$ cat src/rtl/elevator_controller.sv
// Car-motion controller for a multi-stop elevator: latches calls, steps the car
// one floor per travel period, holds the door, and serves calls in SCAN order.
module elevator_controller #(
  parameter int unsigned NUM_FLOORS    = 7,
  parameter int unsigned TRAVEL_CYCLES = 50000000,
  parameter int unsigned DOOR_CYCLES   = 100000000
) (
  input  logic                  clk,
  input  logic                  reset_n,
  input  logic [NUM_FLOORS-1:0] call_req,
  output logic [2:0]            currentFl,
  output logic [NUM_FLOORS-1:0] pending,
  output logic                  door_open,
  output logic                  moving_up,
  output logic                  moving_dn
);

  localparam int unsigned TIMER_W = 32;
  localparam logic [TIMER_W-1:0] TRAVEL_LOAD = TIMER_W'(TRAVEL_CYCLES - 1);
  localparam logic [TIMER_W-1:0] DOOR_LOAD   = TIMER_W'(DOOR_CYCLES - 1);

  typedef enum logic [1:0] {
    IDLE      = 2'd0,
    MOVE_UP   = 2'd1,
    MOVE_DOWN = 2'd2,
    DOOR_OPEN = 2'd3
  } state_t;

  state_t               state, state_n;
  logic [2:0]           cur_n;
  logic [2:0]           step_fl;
  logic                 dir_up, dir_up_n;
  logic [TIMER_W-1:0]   timer, timer_n;
  logic [NUM_FLOORS-1:0] req, pending_n;
  logic                 above, below;

  // One-hot mask of a floor code; codes outside the floor range give zero.
  function automatic logic [NUM_FLOORS-1:0] floor_mask(input logic [2:0] fl);
    floor_mask = '0;
    for (int i = 0; i < NUM_FLOORS; i++) begin
      if (3'(i) == fl) floor_mask[i] = 1'b1;
    end
  endfunction

  assign req = pending | call_req;

  // Outstanding requests strictly above / below the car.
  always_comb begin
    above = 1'b0;
    below = 1'b0;
    for (int i = 0; i < NUM_FLOORS; i++) begin
      if (req[i] && (3'(i) > currentFl)) above = 1'b1;
      if (req[i] && (3'(i) < currentFl)) below = 1'b1;
    end
  end

  // Next-state, floor, direction, timer and call-latch logic.
  always_comb begin
    state_n   = state;
    cur_n     = currentFl;
    dir_up_n  = dir_up;
    timer_n   = timer;
    step_fl   = currentFl;
    pending_n = pending | call_req;

    case (state)
      IDLE: begin
        if (|(req & floor_mask(currentFl))) begin
          state_n = DOOR_OPEN;
          timer_n = DOOR_LOAD;
        end else if (above) begin
          state_n  = MOVE_UP;
          dir_up_n = 1'b1;
          timer_n  = TRAVEL_LOAD;
        end else if (below) begin
          state_n  = MOVE_DOWN;
          dir_up_n = 1'b0;
          timer_n  = TRAVEL_LOAD;
        end
      end

      MOVE_UP, MOVE_DOWN: begin
        if (timer == '0) begin
          step_fl = (state == MOVE_UP) ? currentFl + 3'd1 : currentFl - 3'd1;
          cur_n   = step_fl;
          if (|(req & floor_mask(step_fl))) begin
            state_n = DOOR_OPEN;
            timer_n = DOOR_LOAD;
          end else begin
            timer_n = TRAVEL_LOAD;
          end
        end else begin
          timer_n = timer - TIMER_W'(1);
        end
      end

      DOOR_OPEN: begin
        if (|(call_req & floor_mask(currentFl))) begin
          timer_n = DOOR_LOAD;
        end else if (timer == '0) begin
          if (dir_up) begin
            if (above) begin
              state_n = MOVE_UP;
              timer_n = TRAVEL_LOAD;
            end else if (below) begin
              state_n  = MOVE_DOWN;
              dir_up_n = 1'b0;
              timer_n  = TRAVEL_LOAD;
            end else begin
              state_n = IDLE;
            end
          end else begin
            if (below) begin
              state_n = MOVE_DOWN;
              timer_n = TRAVEL_LOAD;
            end else if (above) begin
              state_n  = MOVE_UP;
              dir_up_n = 1'b1;
              timer_n  = TRAVEL_LOAD;
            end else begin
              state_n = IDLE;
            end
          end
        end else begin
          timer_n = timer - TIMER_W'(1);
        end
      end

      default: state_n = IDLE;
    endcase

    // The floor whose door is (or is about to be) open is being served.
    if (state_n == DOOR_OPEN) pending_n = pending_n & ~floor_mask(cur_n);
  end

  // State, car position and registered status outputs.
  always_ff @(posedge clk or negedge reset_n) begin
    if (!reset_n) begin
      state     <= IDLE;
      currentFl <= 3'd0;
      pending   <= '0;
      dir_up    <= 1'b1;
      timer     <= '0;
      door_open <= 1'b0;
      moving_up <= 1'b0;
      moving_dn <= 1'b0;
    end else begin
      state     <= state_n;
      currentFl <= cur_n;
      pending   <= pending_n;
      dir_up    <= dir_up_n;
      timer     <= timer_n;
      door_open <= (state_n == DOOR_OPEN);
      moving_up <= (state_n == MOVE_UP);
      moving_dn <= (state_n == MOVE_DOWN);
    end
  end

endmodule

$ cat config.mk
export PLATFORM = sky130hd
export DESIGN_NAME = elevator_controller
export DESIGN_NICKNAME = d
export VERILOG_FILES = /design/src/rtl/elevator_controller.sv
export SDC_FILE = /design/constraint.sdc
export NUM_CORES = 1
export LEC_CHECK = 0
export ABC_AREA = 1
export CELL_PAD_IN_SITES_DETAIL_PLACEMENT = 0
export CELL_PAD_IN_SITES_GLOBAL_PLACEMENT = 2
export CORE_UTILIZATION = 35
export CTS_BUF_LIST = sky130_fd_sc_hd__clkbuf_8
export DETAILED_ROUTE_END_ITERATION = 16
export MAX_ROUTING_LAYER = met4
export PLACE_DENSITY_LB_ADDON = 0.15
export SLEW_MARGIN = 5
export SYNTH_ARGS = -nofsm -noshare
export SYNTH_HDL_FRONTEND = slang
export SYNTH_SLANG_ARGS = --single-unit
$ cat constraint.sdc
create_clock -name clk -period 2.6 [get_ports clk]
set_input_delay 0.39 -clock clk [delete_from_list [all_inputs] [get_ports clk]]
set_output_delay 0.39 -clock clk [all_outputs]
set_load 0.01 [all_outputs]
## Word-level counts from Yosys, hierarchy flattened

Cells that the tools add are included.

- Register bits after elaboration: 48
- Output and inout bits: 13
- Logic and storage cells: 194

- Add/sub/neg operators: 3
- $lt $le $gt $ge: 14
- Equality and inequality tests: 29
- Multiplexer cells: 109
- Bitwise gates (word level): 6
- Reduce and logical (&&, ||, !) cells: 25

Operators by type and width:

| kind | number |
|---|---|
| 2-to-1 mux 32 bit | 9 |
| case mux 32 bit (3 select lines) | 1 |
| 2-to-1 mux 1 bit | 81 |
| zero test 32 bit | 1 |
| subtractor 32 x 1 -> 32 bit, second input constant | 1 |
| AND 7 bit | 4 |
| == test 3 bit, first input constant | 9 |
| 2-to-1 mux 27 bit | 1 |
| 2-to-1 mux 2 bit | 11 |
| OR reduction 7 bit | 3 |
| == test 2 x 3 -> 1 bit, first input constant | 6 |
| logical AND 1 bit | 14 |
| == test 1 x 3 -> 1 bit, first input constant | 3 |
| > comparator 3 bit, first input constant | 3 |
| zero test 3 bit | 3 |
| less-than comparator 3 bit, first input constant | 3 |
| 2-to-1 mux 3 bit | 3 |
| == test 2 bit, second input constant | 4 |
| 2-to-1 mux 7 bit | 1 |
| NOT 7 bit | 1 |
| bitwise OR 7 bit | 1 |
| > comparator 1 x 3 -> 1 bit, first input constant | 2 |
| > comparator 2 x 3 -> 1 bit, first input constant | 2 |
| less-than comparator 1 x 3 -> 1 bit, first input constant | 2 |
| other kinds (13) | 17 |

## Depth between registers and ports, before layout

Gate-level depths: netlist of run 1.

- Depth in word-level cells: 20
- Depth in mapped cells: 18
- Mapped depth without buffers: 18

## Least setup slack after synthesis of run 1

OpenSTA, ideal clock, no wires.

- Kind: register to register
- Start: register currentFl[0]
- End: register pending[0]
- Library setup time: 117 ps
- Data arrival time: 1986 ps
- Data required time: 2483 ps
- Setup slack: 496 ps
- Stages on the path, launching flop included: 17
- Buffers on the path: 0
- Cell sequence: dfrtp_1 inv_2 ha_1 nand2_1 inv_1 nand2_1 nand3_1 nor2_2 inv_1 nor2_1 nand3_1 nand2_1 nand2_1 nand2_2 nand3_4 nand2_1 nand2_1

- Cells in the longest elaborated chain, start to end: 17
- Elaborated cells on any way between the ends: 129
- Classes of those cells: 2 x add/sub; 14 x order compare; 13 x eq/ne; 75 x mux; 5 x bitwise; 20 x reduce/logical

Ends and longest elaborated chain:

| what | line | text |
|---|---|---|
| start, declared | 11 | `output logic [2:0] currentFl,` |
| start signal, assigned | 149 | `currentFl <= cur_n;` |
| > comparator 1 x 3 -> 1 bit or less-than comparator 1 x 3 -> 1 bit (tied branches) | 52, 53 |  |
| logical AND 1 bit (on tied branches) | 52, 53 |  |
| 2-to-1 mux 1 bit (on tied branches) (7 in series) | 52, 53 |  |
| 2-to-1 mux 1 bit or 2-to-1 mux 2 bit (tied branches) | 116, 105 |  |
| 2-to-1 mux 2 bit (on tied branches) | 113, 102 |  |
| 2-to-1 mux 2 bit | 101 | `if (dir_up) begin` |
| 2-to-1 mux 2 bit | 100 | `end else if (timer == '0) begin` |
| 2-to-1 mux 2 bit | 98 | `if (\|(call_req & floor_mask(currentFl))) begin` |
| case mux 2 bit (3 select lines) | 66 | `case (state)` |
| == test 2 bit | 133 | `if (state_n == DOOR_OPEN) pending_n = pending_n & ~floor_mask(cur_n);` |
| 2-to-1 mux 7 bit * | 133 |  |
| via pending_n[0] | 34 | `logic [NUM_FLOORS-1:0] req, pending_n;` |
| end signal, assigned | 150 | `pending <= pending_n;` |
| end, declared | 12 | `output logic [NUM_FLOORS-1:0] pending,` |

Mark *: on every way through the listed nets, which the timed path passes. The rest lies on a longest branch. The select of a mux whose other input is x is not followed.
A chain may end at the register's enable or synchronous reset.

## Worst setup path after layout of run 1

- Start: register currentFl[1]
- End: register pending[4]

Same word-level chain as after synthesis.

==> reports/results.tsv, run 1 <==
metric	value	unit
dp_hpwl	11.1	mm
synth_adder_area_share	3.06	%
r2r_end	pending[4]	
portBuffers	21	
row_count	39	
crit_slowest_cell	dfrtp_1	
yosys_warnings	0	
synthTopCellsByCount	nand2_1 (174), inv_1 (75), nand3_1 (66)	
grt_overflow	0	
drive_gt1_share	15.8	%
yosysMostFrequentCell	nand2_1	
grt_pass1_vias	4033	
clk_latency	0.34	ns
finClkSkew	0.0159	ns
grt_max_degree	26	
root_buffer	clkbuf_8	
p_per_area	294	nW/um^2
report.final.slew_viol_count	0	
finalCriticalPeriod	2.46	ns
cts_buffers	5	
track_usage	26.2	%
synth_edf_count	0	
synth_area_per_cell	6.51	sq um
fin_nets	703	
hold_viol_final	0	
leakage	2.35	nW
crit_top_cell	nand2_1	
synth_flop_cell	dfrtp_1	
ys_async_sr_fraction	100	%
r2r_setup_slack	0.14	ns
core_area	11400	sq um
instances_no_fill	828	
cpPeakStageDelay	0.40	ns
clk_pin_slew_worst_paths	0.11	ns
yosysUniqueCellTypes	43	
critPathBufInv	3	
vias	4354	
dr.pass1.iters	5	
antenna_found_initial	0	
ir_worst_vdd	210	uV
synthSimpleGateAreaFrac	44.6	%
syn_to_final_growth	18.3	%
die_width	110	microns
avgRoutedWirePerCell	17.5	microns
end_kind	register	
outcome	completed	
startpoint_type	register	
synth_compound_area_share	11.1	%
synth_top_family_by_area	simple AND/OR/NAND/NOR gates	
num_io_pins	22	
critPathArrivalTime	2.68	ns
min_path_type	in -> async	
critical_path_class	reg -> reg	
slew_headroom	54.5	%
synth_xor_area_share	2.14	%
die_area	12100	sq um
synth_nets	647	
ys_seq_area_share	29.4	%
ant_nets	0	
crit_chain	buf_4 -> ha_1 -> nand2_1 -> inv_1 -> nand2_1 -> nand3_1 -> nor2_2 -> inv_1 -> nor2_1 -> nand3_1 -> nand2_1 -> nand2_1 -> nand2_4 -> nand3_4 -> nand2_1 -> nand2_1	
htreeDepth	2	
reg2reg_depth	16	
gp_congestion	0.979	
synth_area	4090	sq um
cp.required	2.82	ns
clockBufferDepth	2	
yosys_register_bits	48	
tightest_slew	0.678	ns
start_util	35.8	%
post-cts-setup-buffers	0	
yosys.area.top_type_share	28.8	%
drcViolationCount	0	
muxShareOfSynthArea	0	%
cts_num_sinks	48	
fin_crit_sh	94.5	%
yosys-top-cells-area	dfrtp_1 (29%), nand2_1 (16%), nand3_1 (8.1%), inv_1 (6.9%), nand4_1 (4.9%)	
drt_iter0_markers	470	
fmax	407	MHz
path_delay_family	simple AND/OR/NAND/NOR gates	
grt_pass1_wl	22.5	mm
syn-instance-count	628	
crit_fanout	9	
ctsResizeCount	0	
final-setup-viol-count	0	
totalWireLength	14.5	mm
via_per_inst	5.26	
die_h	110	microns
setup-tns-final	0	ns
rsz0062_at_grt	no	
hold_buffers	0	
placed_cells	820	
fillers	1245	
cts_tree	built	
reg2reg_from	currentFl[1]	
yosysTopAreaCell	dfrtp_1	
cap_violations	0	
antenna_cells	0	
-- worst reg2reg max path, cell delays in order, from the launching register on --
cell and delay (ns):
dfrtp_1 0.40, buf_4 0.17, ha_1 0.22, nand2_1 0.10, inv_1 0.07, nand2_1 0.06
nand3_1 0.09, nor2_2 0.29, inv_1 0.15, nor2_1 0.15, nand3_1 0.09, nand2_1 0.06
nand2_1 0.08, nand2_4 0.14, nand3_4 0.13, nand2_1 0.08, nand2_1 0.06
-- flip-flops by register name, summed over array words and instances (netlist names) --
register / count
currentFl: 3
dir_up: 1
door_open: 1
moving_dn: 1
moving_up: 1
pending: 7
state: 2
timer: 32
-- metrics by stage --
step           util, %  worst slack (ns)  total power, mW  area (sq um)  hold WS [ns]
5_1_grt           42.3           0.00117             1.47          4830         0.125
4_1_cts           42.1             0.122             1.44          4800         0.108
3_5_place_dp      41.1           -0.0487            0.850          4700         0.485
3_3_place_gp      41.1           -0.0796            0.849          4700         0.463
6_report          42.3             0.142             1.42          4830        0.0722
2_1_floorplan        -             0.496            0.799          4090        0.0944
-- how the worst max path moves through the flow --
stage | from | endpoint | slack [ns] | cells past startpoint
finish | currentFl[1] | pending[4] | 0.14 | 16
CTS | currentFl[1] | pending[4] | 0.12 | 16
detailed placement | call_req[5] | timer[21] | -0.05 | 13
global placement | call_req[3] | pending[4] | -0.08 | 12
global route | timer[1] | pending[5] | 0.001 | 16
floorplan | currentFl[0] | pending[0] | 0.50 | 16
-- metal layers --
metal  part of all wire (%)  GRT usage [%]  up-vias
met2                     43           36.9      124
met3                    5.0           4.47       12
li1                       -              -     2183
met4                    1.2           6.95        0
met1                     51           38.4     2035
met5                      0              -        -
-- cells by family after synthesis --
group	after synthesis
AOI/OAI and AO/OA	82
xor gates and xnor gates	10
adders and majority gates	10
buffers and inverters	97
DFF	48
and+or+nand+nor	381
-- placed cells by master, fill, tap and decap left out, types with 4 or more instances in the layout --
master,instances
buf_4,40
nor3_1,8
nor2_4,6
nor2_1,50
ha_1,7
xor2_1,10
o21ai_0,27
inv_2,7
nand2_1,173
a21oi_1,35
nand2_2,11
clkbuf_8,5
or2_2,6
nor4_1,4
nand3_1,66
nor2_2,12
clkdlybuf4s50_1,20
nand4_1,32
inv_1,76
dfrtp_1,47
-- power by group --
part           internal [mW]  switching (mW)
logic                 0.0278          0.0545
clock network          0.281           0.303
registers              0.750         0.00310
total                   1.06           0.360
-- layout make-up --
class                           count  area [sq um]  area share [%]
Timing Repair Buffer               61           505            10.5
Sequential cell                    48          1200            24.9
Tap cell                          143           179            3.70
Clock buffer                        5          68.8            1.42
Multi-Input combinational cell    483          2520            52.1
Clock inverter                      3          37.5           0.777
Inverter                           85           322            6.65
(Power assumes the default switching activity.)
==> run 2, diff against run 1 <==
--- a/config.mk
+++ b/config.mk
@@ -8,6 +8,7 @@
 export ABC_AREA = 1
 export CELL_PAD_IN_SITES_DETAIL_PLACEMENT = 0
 export CELL_PAD_IN_SITES_GLOBAL_PLACEMENT = 2
+export CORE_ASPECT_RATIO = 0.8
 export CORE_UTILIZATION = 35
 export CTS_BUF_LIST = sky130_fd_sc_hd__clkbuf_8
 export DETAILED_ROUTE_END_ITERATION = 16
==> run 2 against run 1 <==
- hold slack better by 0.090 ns
- non-clock buffer count is 23 higher
- first-iteration DRC count is 8.5% lower
- clock power is 14% lower
- combinational power is 4.6% higher
- clock-buffer cell count is 1 higher
- worst setup slack better by 0.056 ns
- highest routed layer unchanged
==> reports/results.tsv, run 2 (same netlist as run 1, synthesis figures left out) <==
metric	value	unit
grt_pass1_vias	4225	
final.setup.worst_slack	0.199	ns
drcViolationCount	0	
cts_buffers	5	
placed_cells	843	
syn_to_final_growth	23.1	%
reg2reg_depth	15	
root_buffer	clkbuf_8	
finClkSkew	0.0141	ns
portBuffers	21	
htreeDepth	2	
setup-tns-final	0	ns
totalWireLength	14.8	mm
endpoint	timer[1]	
core_area	11100	sq um
wl_met3	1.26	mm
top_layer	met4	
final-setup-viol-count	0	
cap_violations	0	
antenna_found_initial	0	
ir_worst_vdd	199	uV
place_ws	-0.0846	ns
via_per_inst	5.38	
min_path_type	in -> async	
report.final.slew_viol_count	0	
critPathArrivalTime	2.63	ns
outcome	completed	
fin_crit_sh	92.4	%
final_core_util	45.3	%
die_h	98.6	microns
critical_path_class	reg -> reg	
row_count	34	
die_width	123	microns
fin_nets	726	
finalCriticalPeriod	2.40	ns
grt_pass1_wl	24.0	mm
r2r_end	timer[1]	
startpoint_type	register	
dp_hpwl	11.7	mm
r2r_setup_slack	0.20	ns
layout.cells.most_common_list	nand2_1 (173), inv_1 (76), nand3_1 (64), buf_4 (62), nor2_1 (49)	
gp_congestion	1.02	
die_area	12100	sq um
clk_latency	0.32	ns
p_per_area	267	nW/um^2
cp.required	2.83	ns
antenna_cells	0	
hold_viol_final	0	
crit_fanout	5	
cts_tree	built	
cts_num_sinks	48	
reg_top3	timer x32, pending x7, currentFl x3	
layout_commonest_cell	nand2_1	
clockBufferDepth	2	
vias	4585	
crit_start	currentFl[1]	
dr_wl_met2	5.64	mm
instances_no_fill	852	
end_kind	register	
leakage	2.49	nW
largest_reg_flops	32	
drive_gt1_share	18.9	%
dr.pass1.iters	5	
slew_headroom	54.4	%
reg2reg_from	currentFl[1]	
num_io_pins	22	
fmax	416	MHz
avgRoutedWirePerCell	17.4	microns
clk_pin_slew_worst_paths	0.10	ns
ant_nets	0	
top_register	timer	
tightest_slew	0.684	ns
grt_overflow	0	
start_util	36.8	%
grt_max_degree	49	
track_usage	27.2	%
drt_iter0_markers	430	
met1_length	7.83	mm
==> run 2: worst max-delay path, stage by stage (launching register included) <==
cell and delay (ns):
dfrtp_1 0.42, buf_4 0.17, ha_1 0.24, nand2_1 0.11, inv_1 0.07, nand2_1 0.06
nand3_1 0.11, nor2_4 0.20, inv_1 0.12, nor3_2 0.16, nand3_1 0.14, nand2_2 0.18
buf_4 0.16, nand2_1 0.05, nand2_1 0.06, inv_1 0.04
==> run 2: layer usage <==
layer  vias up  global-route usage [%]
li1       2223                       -
met1      2197                    44.1
met2       156                    33.1
met3         9                    6.42
met4         0                    3.94
met5         -                       -
==> run 2: how the worst min path moves through the flow <==
stage,from,endpoint,slack [ns],depth (start not counted)
6_report,reset_n,currentFl[0],0.16,2
5_1_grt,reset_n,currentFl[0],0.23,2
4_1_cts,reset_n,timer[7],0.21,2
3_5_place_dp,dir_up,dir_up,0.51,2
3_3_place_gp,dir_up,dir_up,0.50,2
2_1_floorplan,reset_n,currentFl[0],0.09,0
==> run 2: cell type report <==
| type | instances | area, sq um |
|---|---|---|
| Clock inverter | 2 | 12.5 |
| Multi-Input combinational cell | 483 | 2540 |
| Fill cell | 1196 | 6080 |
| Timing Repair Buffer | 84 | 691 |
| Tap cell | 144 | 180 |
| Inverter | 85 | 322 |
| Clock buffer | 6 | 82.6 |
| Sequential cell | 48 | 1200 |
==> run 2: metrics by stage <==
step                      cell area (sq um)  power [mW]  hold WS (ns)
after global placement                 4880       0.853         0.503
after CTS                              4970        1.36         0.211
after global routing                   5030        1.40         0.226
after detailed placement               4880       0.854         0.514
final                                  5030        1.34         0.162
after floorplan                        4090       0.799        0.0944
==> run 2: report_power, final <==
group | switching [mW] | internal, mW | leakage [nW] | total [mW]
logic | 0.0539 | 0.0322 | 1.91 | 0.0861
clock network | 0.287 | 0.215 | 0.0526 | 0.503
registers | 0.00349 | 0.750 | 0.525 | 0.753
total | 0.345 | 0.997 | 2.49 | 1.34
==> run 2: repair_timing <==
action | in CTS | in global routing
hold buffers | 0 | 0
setup endpoints to repair | 0 | 28
gates resized for setup | 0 | 12
setup buffers | 0 | 1
==> run 3, diff against run 2 <==
--- a/config.mk
+++ b/config.mk
@@ -12,6 +12,7 @@
 export CORE_UTILIZATION = 35
 export CTS_BUF_LIST = sky130_fd_sc_hd__clkbuf_8
 export DETAILED_ROUTE_END_ITERATION = 16
+export DONT_BUFFER_PORTS = 1
 export MAX_ROUTING_LAYER = met4
 export PLACE_DENSITY_LB_ADDON = 0.15
 export SLEW_MARGIN = 5
==> run 3 against run 2 <==
- highest routed layer unchanged
- total power is 7.7% higher
- non-clock buffer count is 50 lower
- wire length is 0.92% lower
- critical path type unchanged
- combinational power is 16% lower
- critical endpoint is now timer[17]
==> reports/results.tsv, run 3 (same netlist as run 1, synthesis figures left out) <==
metric	value	unit
leakage	2.26	nW
critPathArrivalTime	2.64	ns
largest_reg_flops	32	
cp.required	2.80	ns
fmax	411	MHz
gp_congestion	0.961	
antenna_found_initial	0	
crit_chain	buf_4 -> ha_1 -> nor2_1 -> o21bai_1 -> nand2_1 -> nor3_4 -> nand2_2 -> inv_4 -> nand2_1 -> o21ai_0 -> nand2_1 -> nand2_1 -> a21oi_1	
cts_buffers	5	
startpoint_type	register	
rsz0062_at_grt	yes	
drcViolationCount	0	
outcome	completed	
crit_slowest_cell	dfrtp_1	
layout_commonest_cell	nand2_1	
cts_num_sinks	48	
fin_nets	676	
grt_pass1_wl	23.4	mm
r2r_setup_slack	0.17	ns
fillers	1184	
holdCritStartpoint	call_req[6]	
crit_top_cell	nand2_1	
reg2reg_from	currentFl[1]	
vias	4390	
portBuffers	0	
top_register	timer	
final-setup-viol-count	0	
root_buffer	clkbuf_8	
tightest_slew	0.442	ns
cap_violations	0	
power.total	1.44	mW
clk_pin_slew_worst_paths	0.11	ns
grt_overflow	0	
fin_crit_sh	93.6	%
crit_start	currentFl[1]	
die_h	98.6	microns
ir_worst_vdd	267	uV
row_count	34	
drive_gt1_share	15.2	%
dp_hpwl	11.2	mm
clk_latency	0.32	ns
end_kind	register	
cts_tree	built	
die_width	123	microns
slew_headroom	70.3	%
cpPeakStageDelay	0.39	ns
drt_iter0_markers	458	
track_usage	26.5	%
grt_pass1_vias	4042	
num_io_pins	22	
crit_fanout	18	
avgRoutedWirePerCell	18.3	microns
via_per_inst	5.47	
start_util	36.8	%
die_area	12100	sq um
syn_to_final_growth	14.0	%
reg_top3	timer x32, pending x7, currentFl x3	
htreeDepth	2	
setup-tns-final	0	ns
critical_path_class	reg -> reg	
finalCriticalPeriod	2.43	ns
hold_viol_final	0	
core_area	11100	sq um
hold_ws	0.419	ns
finClkSkew	0.00832	ns
antenna_cells	0	
min_path_type	in -> reg	
dr.pass1.iters	5	
report.final.slew_viol_count	0	
clockBufferDepth	2	
layout.cells.most_common_list	nand2_1 (174), inv_1 (75), nand3_1 (65), nor2_1 (50), dfrtp_1 (47)	
grt_max_degree	49	
p_per_area	310	nW/um^2
totalWireLength	14.7	mm
ant_nets	0	
-- run 3: worst paths after layout --
check	end	depth (start not counted)
min reg2reg	dir_up	2
min	pending[6]	4
min in group asynchronous	currentFl[0]	2
max	timer[17]	13
max reg2reg	timer[17]	13
max in group asynchronous	dir_up	2
-- run 3: report_power, final --
part / total, mW / internal (mW) / switching (mW)
Combinational: 0.0724 / 0.0221 / 0.0503
Clock: 0.619 / 0.316 / 0.303
Sequential: 0.753 / 0.750 / 0.00360
-- run 3: what timing repair did --
item | CTS | global route
endpoints found under the setup margin | 0 | 22
gates resized for setup | 0 | 10
hold buffers | 2 | 0
endpoints found under the hold margin | 48 | 0
buffers inserted | 0 | 1
-- run 3: final cells by class --
cell class / count / area [sq um] / area share (%)
timing repair buffer: 34 / 294 / 6.31
clock buffer: 6 / 82.6 / 1.77
multi-input combinational: 483 / 2540 / 54.5
tap: 144 / 180 / 3.87
inverter: 85 / 322 / 6.90
sequential: 48 / 1200 / 25.8
clock inverter: 2 / 38.8 / 0.833
-- run 3: metrics by stage --
step	std cells	area, sq um	utilization, %	worst slack, ns
2_1_floorplan	628	4090	-	0.496
3_3_place_gp	791	4440	40.0	0.108
3_5_place_dp	791	4440	40.0	0.0713
4_1_cts	801	4600	41.4	0.0562
5_1_grt	802	4660	41.9	-0.000681
6_report	802	4660	41.9	0.166
-- run 3: critical path: cells and delay by family, from the launching register on --
kind / cells / cell delay (ns)
buffers and inverters: 2 / 0.39
AND/OR/NAND/NOR: 7 / 0.86
flip-flops: 1 / 0.39
AO/OA/AOI/OAI: 3 / 0.43
adder cells (fa/ha/maj): 1 / 0.25
-- run 3: layer usage --
metal  vias to the layer above  track usage [%]  routed length (microns)  part of all wire [%]
met2                       135             33.4                     5750                    39
li1                       2120                -                        -                     -
met1                      2128             41.3                     7700                    52
met4                         0             3.47                       73                  0.50
met3                         7             7.41                     1170                   8.0
met5                         -                -                        0                     0
